==> config.mk <==
export PLATFORM = sky130hd
export DESIGN_NAME = puf_challenge_controller_flat
export DESIGN_NICKNAME = d
export VERILOG_FILES = /design/src/rtl/puf_challenge_controller_if.sv /design/src/rtl/puf_challenge_controller.sv /design/src/flat_wrapper.sv
export SDC_FILE = /design/constraint.sdc
export NUM_CORES = 1
export LEC_CHECK = 0
export CAP_MARGIN = 20
export CORE_ASPECT_RATIO = 1.4
export CORE_UTILIZATION = 40
export DETAILED_ROUTE_END_ITERATION = 8
export GPL_ROUTABILITY_DRIVEN = 0
export MAX_ROUTING_LAYER = met4
export PLACE_DENSITY = 0.74
export SLEW_MARGIN = 20
export SYNTH_ARGS = -nofsm -noshare
export SYNTH_HDL_FRONTEND = slang
export SYNTH_SLANG_ARGS = --single-unit
export TNS_END_PERCENT = 10
==> constraint.sdc <==
create_clock -name Clk -period 5.95 [get_ports Clk]
set_input_delay 0.8925 -clock Clk [delete_from_list [all_inputs] [get_ports Clk]]
set_output_delay 0.8925 -clock Clk [all_outputs]
set_load 0.1 [all_outputs]
==> src/rtl/puf_challenge_controller_if.sv <==
// Bus between a PUF evaluation requester and puf_challenge_controller.
// Optional macro PUF_VOTE_COUNT_EN adds the VoteOnes / Unstable diagnostics.
//   master : requester side (drives Start, ChallengeIn, ArbiterOut)
//   slave  : controller side (drives Challenge, Launch, Busy, Done, Response)
interface puf_challenge_controller_if #(
    parameter int CHAL_W = 64,
    parameter int VOTES  = 5
);
    localparam int VW = $clog2(VOTES + 1);

    logic              Start;
    logic [CHAL_W-1:0] ChallengeIn;
    logic              ArbiterOut;
    logic [CHAL_W-1:0] Challenge;
    logic              Launch;
    logic              Busy;
    logic              Done;
    logic              Response;
`ifdef PUF_VOTE_COUNT_EN
    logic [VW-1:0]     VoteOnes;
    logic              Unstable;
`endif

`ifdef PUF_VOTE_COUNT_EN
    modport master (output Start, ChallengeIn, ArbiterOut,
                    input  Challenge, Launch, Busy, Done, Response, VoteOnes, Unstable);
    modport slave  (input  Start, ChallengeIn, ArbiterOut,
                    output Challenge, Launch, Busy, Done, Response, VoteOnes, Unstable);
`else
    modport master (output Start, ChallengeIn, ArbiterOut,
                    input  Challenge, Launch, Busy, Done, Response);
    modport slave  (input  Start, ChallengeIn, ArbiterOut,
                    output Challenge, Launch, Busy, Done, Response);
`endif
endinterface

==> src/rtl/puf_challenge_controller.sv <==
// Arbiter-PUF evaluation sequencer: latches a challenge onto the switch-block
// chain, fires VOTES races separated by settle gaps, and returns the
// majority-voted arbiter bit with a one-cycle Done pulse.
// Optional macro PUF_VOTE_COUNT_EN adds VoteOnes (ones count) and Unstable.
// Ports:
//   Clk    - rising-edge clock
//   Reset  - asynchronous active-high reset
//   bus    - slave modport: Start/ChallengeIn/ArbiterOut in,
//            Challenge/Launch/Busy/Done/Response out
module puf_challenge_controller #(
    parameter int CHAL_W        = 64,
    parameter int VOTES         = 5,
    parameter int SETTLE_CYCLES = 4,
    parameter int RACE_CYCLES   = 2
) (
    input logic                      Clk,
    input logic                      Reset,
    puf_challenge_controller_if.slave bus
);
    localparam int VW   = $clog2(VOTES + 1);
    localparam int MAXP = (SETTLE_CYCLES > RACE_CYCLES) ? SETTLE_CYCLES : RACE_CYCLES;
    localparam int PW   = $clog2(MAXP + 1);

    localparam logic [VW-1:0] VOTES_C    = VW'(VOTES);
    localparam logic [VW-1:0] HALF_C     = VW'(VOTES / 2);
    localparam logic [PW-1:0] SETTLE_END = PW'(SETTLE_CYCLES - 1);
    localparam logic [PW-1:0] RACE_END   = PW'(RACE_CYCLES - 1);

    generate
        if (VOTES < 1 || (VOTES % 2) == 0) begin : g_bad_votes
            $error("VOTES must be odd and >= 1");
        end
        if (SETTLE_CYCLES < 1) begin : g_bad_settle
            $error("SETTLE_CYCLES must be >= 1");
        end
        if (RACE_CYCLES < 1) begin : g_bad_race
            $error("RACE_CYCLES must be >= 1");
        end
    endgenerate

    typedef enum logic [2:0] {
        S_IDLE, S_LOAD, S_FIRE, S_SAMPLE, S_REARM, S_DONE
    } state_t;

    state_t            state_q, state_d;
    logic [PW-1:0]     phase_q, phase_d;
    logic [VW-1:0]     vidx_q, vidx_d;
    logic [VW-1:0]     ones_q, ones_d;
    logic [CHAL_W-1:0] chal_q, chal_d;
    logic              launch_q, launch_d;
    logic              busy_q, busy_d;
    logic              done_q, done_d;
    logic              resp_q, resp_d;
    logic              phase_last;
`ifdef PUF_VOTE_COUNT_EN
    logic [VW-1:0]     vote_ones_q, vote_ones_d;
    logic              unstable_q, unstable_d;
`endif

    // State register and all output/counter flops
    always_ff @(posedge Clk or posedge Reset) begin
        if (Reset) begin
            state_q     <= S_IDLE;
            phase_q     <= '0;
            vidx_q      <= '0;
            ones_q      <= '0;
            chal_q      <= '0;
            launch_q    <= 1'b0;
            busy_q      <= 1'b0;
            done_q      <= 1'b0;
            resp_q      <= 1'b0;
`ifdef PUF_VOTE_COUNT_EN
            vote_ones_q <= '0;
            unstable_q  <= 1'b0;
`endif
        end else begin
            state_q     <= state_d;
            phase_q     <= phase_d;
            vidx_q      <= vidx_d;
            ones_q      <= ones_d;
            chal_q      <= chal_d;
            launch_q    <= launch_d;
            busy_q      <= busy_d;
            done_q      <= done_d;
            resp_q      <= resp_d;
`ifdef PUF_VOTE_COUNT_EN
            vote_ones_q <= vote_ones_d;
            unstable_q  <= unstable_d;
`endif
        end
    end

    // Next-state logic; phase counts cycles spent in the current timed state
    always_comb begin
        phase_last = 1'b0;
        case (state_q)
            S_LOAD, S_REARM: phase_last = (phase_q == SETTLE_END);
            S_FIRE:          phase_last = (phase_q == RACE_END);
            default:         phase_last = 1'b0;
        endcase

        state_d = state_q;
        case (state_q)
            S_IDLE:   if (bus.Start) state_d = S_LOAD;
            S_LOAD:   if (phase_last) state_d = S_FIRE;
            S_FIRE:   if (phase_last) state_d = S_SAMPLE;
            S_SAMPLE: state_d = S_REARM;
            S_REARM:  if (phase_last) state_d = (vidx_q == VOTES_C) ? S_DONE : S_FIRE;
            S_DONE:   state_d = S_IDLE;
            default:  state_d = S_IDLE;
        endcase

        phase_d = (state_d == state_q && state_q != S_IDLE) ? phase_q + 1'b1 : '0;
    end

    // Output/datapath next values. Outputs are decoded from the next state so
    // Launch/Busy/Done come straight from flops.
    always_comb begin
        chal_d = chal_q;
        vidx_d = vidx_q;
        ones_d = ones_q;
        resp_d = resp_q;
`ifdef PUF_VOTE_COUNT_EN
        vote_ones_d = vote_ones_q;
        unstable_d  = unstable_q;
`endif

        if (state_q == S_IDLE && bus.Start) begin
            chal_d = bus.ChallengeIn;
            vidx_d = '0;
            ones_d = '0;
        end

        if (state_q == S_SAMPLE) begin
            ones_d = ones_q + VW'(bus.ArbiterOut);
            vidx_d = vidx_q + 1'b1;
        end

        // Vote is final by the time REARM exits, so resolve on DONE entry
        if (state_d == S_DONE && state_q != S_DONE) begin
            resp_d = (ones_q > HALF_C);
`ifdef PUF_VOTE_COUNT_EN
            vote_ones_d = ones_q;
            unstable_d  = (ones_q != '0) && (ones_q != VOTES_C);
`endif
        end

        launch_d = (state_d == S_FIRE) || (state_d == S_SAMPLE);
        busy_d   = (state_d != S_IDLE);
        done_d   = (state_d == S_DONE);
    end

    assign bus.Challenge = chal_q;
    assign bus.Launch    = launch_q;
    assign bus.Busy      = busy_q;
    assign bus.Done      = done_q;
    assign bus.Response  = resp_q;
`ifdef PUF_VOTE_COUNT_EN
    assign bus.VoteOnes  = vote_ones_q;
    assign bus.Unstable  = unstable_q;
`endif
endmodule
==> src/flat_wrapper.sv <==
// flat-port wrapper written by rule: the top's interface ports become plain ports
module puf_challenge_controller_flat 
#(
    parameter int CHAL_W        = 64,
    parameter int VOTES         = 5,
    parameter int SETTLE_CYCLES = 4,
    parameter int RACE_CYCLES   = 2
)
  (Clk, Reset, bus_Start, bus_ChallengeIn, bus_ArbiterOut, bus_Challenge, bus_Launch, bus_Busy, bus_Done, bus_Response);
  puf_challenge_controller_if #(.CHAL_W(CHAL_W), .VOTES(VOTES)) bus_i ();
  input logic Clk;
  input logic Reset;
  input wire logic [$bits(bus_i.Start)-1:0] bus_Start;
  input wire logic [$bits(bus_i.ChallengeIn)-1:0] bus_ChallengeIn;
  input wire logic [$bits(bus_i.ArbiterOut)-1:0] bus_ArbiterOut;
  output wire logic [$bits(bus_i.Challenge)-1:0] bus_Challenge;
  output wire logic [$bits(bus_i.Launch)-1:0] bus_Launch;
  output wire logic [$bits(bus_i.Busy)-1:0] bus_Busy;
  output wire logic [$bits(bus_i.Done)-1:0] bus_Done;
  output wire logic [$bits(bus_i.Response)-1:0] bus_Response;
  assign bus_i.Start = bus_Start;
  assign bus_i.ChallengeIn = bus_ChallengeIn;
  assign bus_i.ArbiterOut = bus_ArbiterOut;
  assign bus_Challenge = bus_i.Challenge;
  assign bus_Launch = bus_i.Launch;
  assign bus_Busy = bus_i.Busy;
  assign bus_Done = bus_i.Done;
  assign bus_Response = bus_i.Response;
  puf_challenge_controller #(.CHAL_W(CHAL_W), .VOTES(VOTES), .SETTLE_CYCLES(SETTLE_CYCLES), .RACE_CYCLES(RACE_CYCLES)) u_core (.Clk(Clk), .Reset(Reset), .bus(bus_i));
endmodule
# --- Yosys cells after proc, flatten, opt, wreduce, memory -nomap -nowiden ---
# Cells that the tools add are included.
word_totals:
  reg_bits: 80
  in_bits: 68
  out_inout_bits: 68
classes:
  add_sub_neg: 3
  magnitude_cmp: 1
  eq_ne: 12
  muxes: 11
  n_reduce_logical: 9
ops:
  columns: ["op", "count"]
  rows:
  - ["3-bit 2-to-1 mux", 9]
  - ["3-bit by 2-bit == test with 1-bit output (second input constant)", 5]
  - ["3-bit one-hot mux with 5 select lines", 1]
  - ["3-bit == test (second input constant)", 3]
  - ["3-bit by 1-bit adder with 3-bit output (second input constant)", 2]
  - ["3-bit by 1-bit == test with 1-bit output (second input constant)", 2]
  - ["3-bit nonzero test", 2]
  - ["3-bit by 1-bit adder with 3-bit output", 1]
  - ["3-bit == test", 1]
  - ["3-bit by 2-bit > comparator with 1-bit output (second input constant)", 1]
  - ["1-bit logical AND", 3]
  - ["3-bit logical NOT", 1]
  - ["3-bit != test (second input constant)", 1]
  - ["1-bit one-hot mux with 2 select lines", 1]
  - ["2-bit nonzero test", 1]
  - ["2-bit OR reduction", 1]
  - ["1-bit logical OR", 1]

# --- Longest topological paths before layout ---
logic_depth:
  word_depth: 8
  mapped_depth: 6
  depth_no_buf: 6

# --- Worst setup path before layout ---
# Ideal clock, no wire load.
synth_timing:
  kind: "input to register"
  start: "input bus_Start"
  end: "register u_core.chal_q[0] (netlist: u_core.bus.Challenge[0])"
  setup_ps: 125
  t_arrival_ps: 1810
  required_ps: 5825
  path_slack_ps: 4015
  stages: 4
  path_buffers: 2
  path_cell_list: "nor4b_2 buf_2 buf_4 mux2_2"
synth_via:
  elab_chain_cells: 1
synth_rtl:
  columns: ["element", "line", "source"]
  rows:
  - ["start, declared", "flat_wrapper.sv:13", "input wire logic [$bits(bus_i.Start)-1:0] bus_Start;"]
  - ["1-bit logical AND", "puf_challenge_controller.sv:128", "if (state_q == S_IDLE && bus.Start) begin"]
  - ["end signal, assigned", "puf_challenge_controller.sv:81", "chal_q <= chal_d;"]
  - ["end, declared", "puf_challenge_controller.sv:49", "logic [CHAL_W-1:0] chal_q, chal_d;"]
# No other way between the ends.
# A chain may end at the register's enable or synchronous reset.

# --- Worst setup path after layout ---
layout_timing:
  start: "register u_core.chal_q[46] (netlist: u_core.bus.Challenge[46])"
  end: "output bus_Challenge[46]"
layout_rtl:
  columns: ["element", "line", "source"]
  rows:
  - ["end, declared", "flat_wrapper.sv:16", "output wire logic [$bits(bus_i.Challenge)-1:0] bus_Challenge;"]
# No word-level cell between the ends.

==> reports/summary.txt <==
Synth-to-Final Area Change: 50.8%
Register-to-Register Path Depth: 5
Initial Utilization: 41.6%
Hold Crit Start: u_core.bus.Challenge[35]$_DFFE_PP0P_
Setup-failing EPs final: 0
Buf/Inv on CP: 1
total congestion overflow: 0
internal power: 0.972 mW
num rows: 38
fin area: 4890 um2
FILL cells: 625
CTS Root Cell: clkbuf_8
CTS Sinks: 80
post-CTS sizing: 0
Cells after Synth: 218
cts hold-fix bufs: 0
CTS tree: done
CP Class: flip-flop to output pin
number of global-route vias before repair: 2255
Achievable Freq: 362 MHz
hpwl dp: 5020 um
final instance count without filler cells: 462
CP Launch Type: flip-flop
RR Startpoint: u_core.state_q[1]$_DFF_PP0_
Reg power frac: 39.1%
initial antenna violation count: 0
1st-pass router iterations: 4
Post-CTS Setup Repair Bufs: 0
CTS Buf Count: 9
switching part of the total power: 38.8%
combinational share of power: 35.7%
Die H: 109 um
die area: 8480 um2
Pwr Total: 1.59 mW
number of diodes: 0
Initial DRC Count: 121
syn_nets: 291
core area: 7800 um2
clock buffer depth: 2
Mapped Avg Cell Area: 14.9 um2
Critical Path Slowest Stage Cell: clkdlybuf4s50_1
count of cell types in the netlist: 35
clk_lat worst skew: 0.34 ns
unrepaired setup endpoints after global routing: false
crit path capture type: output pin
pre-CTS setup slack: 3.11 ns
drt wl/cell: 15.1 um
CP top delay family: buffers and inverters
Clock Pin Slew Worst Setup and Hold Paths: 0.07 ns
worst clock skew: 0.00488 ns
I/O pin cnt: 136
flop and latch count out of synthesis: 80
WHS Endpoint: u_core.bus.Challenge[35]$_DFFE_PP0P_
Arr. time, crit path: 1.87 ns
DP Area: 4670 um2
Final Max Slew Viols: 0
first-pass GRT wire length: 11000 um
crit path cell chain: clkdlybuf4s50_1
P_leak: 2.11 nW
most common cell after layout, fill and taps aside: clkdlybuf4s50_1
Tmin final: 2.77 ns
Final ANT Viol Nets: 0
Worst-Margin Slew: 1.01 ns
crit-path max cell delay: 1.16 ns
DRC: 0
H-tree levels: 3
layout cells sized above 1: 25.1%
PwrDens: 325 nW/um2
Total Nets Final: 430
Hold WC Path Type: flip-flop to flip-flop
WP data required: 5.06 ns
NetSw: 0.617 mW
die width: 78.1 um
r2r setup slk: 3.90 ns
most frequent cells in the layout: clkdlybuf4s50_1 (135), dfrtp_1 (80), mux2_2 (64), clkbuf_8 (11), o21ai_0 (10)
largest net degree at the start of global routing: 81
clock share of power: 25.1%
Global Route Usage Sum: 17.7%
I/O Buffers: 135
final worst path period share: 46.5%
via total after detailed routing: 2257
status: finished, final reports clean
Final Core Density: 62.7%
Final Hold Viols: 0
R2R Path End: u_core.ones_q[2]$_DFFE_PP0P_
Worst Path Max Fanout: 2
Post-Syn Area: 3240 um2
max_cap viols: 0
Final WS setup: 3.18 ns
max_slew headroom: 32.3%
sequential share of the synthesized area: 61.7%
DP Cell Count: 445
Synthesis Warnings: 0
setup tns final: 0 ns
final WL: 6990 um
hold path depth: 1
worst vdd ir: 203 uV
Final Hold Slack: 0.507 ns
Vias/cell: 4.89
power groups by stage:
stage | Clock (mW) | Combinational [mW] | Sequential [mW]
after floorplan | 0 | 0.0767 | 0.965
after global placement | 0 | 0.565 | 0.630
after detailed placement | 0 | 0.569 | 0.633
after CTS | 0.415 | 0.569 | 0.623
after global routing | 0.436 | 0.585 | 0.629
final | 0.399 | 0.568 | 0.622
synthesized netlist by cell type:
cell	n	area (um2)
o22ai_2	1	12.5
nand3_1	1	5.00
clkbuf_1	1	3.75
a22o_1	2	17.5
nand3b_1	1	7.51
nor3b_1	1	7.51
nand2b_1	1	6.26
buf_2	2	10.0
buf_6	2	22.5
buf_4	5	37.5
mux2_2	64	721
inv_1	6	22.5
nor2_1	8	30.0
a31o_2	1	8.76
o21ai_0	10	50.1
nand2_1	8	30.0
or3b_4	1	11.3
clkbuf_8	1	13.8
or3_2	1	7.51
xnor2_1	2	17.5
nor4b_2	1	15.0
ha_1	5	62.6
and3b_2	1	10.0
a211oi_1	1	7.51
nor3_1	1	5.00
and3b_1	1	8.76
dfrtp_1	80	2000
a21oi_1	2	10.0
a21o_1	1	7.51
nand4bb_4	1	27.5
or3b_1	1	8.76
nand4_2	1	12.5
a21boi_0	1	7.51
o21a_1	1	7.51
mux2i_1	1	10.0
final cells by class:
type                       instances  area, um2  area share (%)
inverter                           6       23.8           0.486
timing repair buffer             139       1400            28.6
tap                              100        125            2.56
clock buffer                      13        159            3.25
sequential                        80       2000            40.9
clock inverter                     3       40.0           0.818
multi-input combinational        121       1140            23.3
layer usage:
metal  track usage [%]  part of all wire [%]
met1              20.1                    39
met2              29.6                    54
met3              3.71                   5.3
met4              8.47                   1.6
met5                 -                     0
kinds of logic (layout without fill, tap and decap cells):
group	after synthesis	after routing	synth area share, %
compound gates	20	20	3.97
xor+xnor	2	2	0.540
fa+ha+maj	5	5	1.93
buf+inv	17	161	3.39
flops	80	80	61.7
mux	65	65	22.5
simple gates	29	29	5.94
registers in the layout, indices dropped and copies added (netlist names):
register and count:
u_core.bus.Challenge 64, u_core.ones_q 3, u_core.phase_q 3, u_core.state_q 3, u_core.vidx_q 3, u_core.bus.Busy 1
u_core.bus.Done 1, u_core.bus.Launch 1, u_core.bus.Response 1
worst max-delay path by stage:
stage	from	end	slack, ns	cells after the start
floorplan	Reset	u_core.bus.Busy$_DFF_PP0_	3.01	1
global placement	bus_Start	u_core.vidx_q[2]$_DFFE_PP0P_	3.19	6
detailed placement	bus_Start	u_core.ones_q[2]$_DFFE_PP0P_	3.11	6
CTS	u_core.bus.Challenge[46]$_DFFE_PP0P_	bus_Challenge[46]	3.15	1
global route	u_core.bus.Challenge[42]$_DFFE_PP0P_	bus_Challenge[42]	3.13	1
finish	u_core.bus.Challenge[46]$_DFFE_PP0P_	bus_Challenge[46]	3.18	1
(Power assumes the default switching activity.)
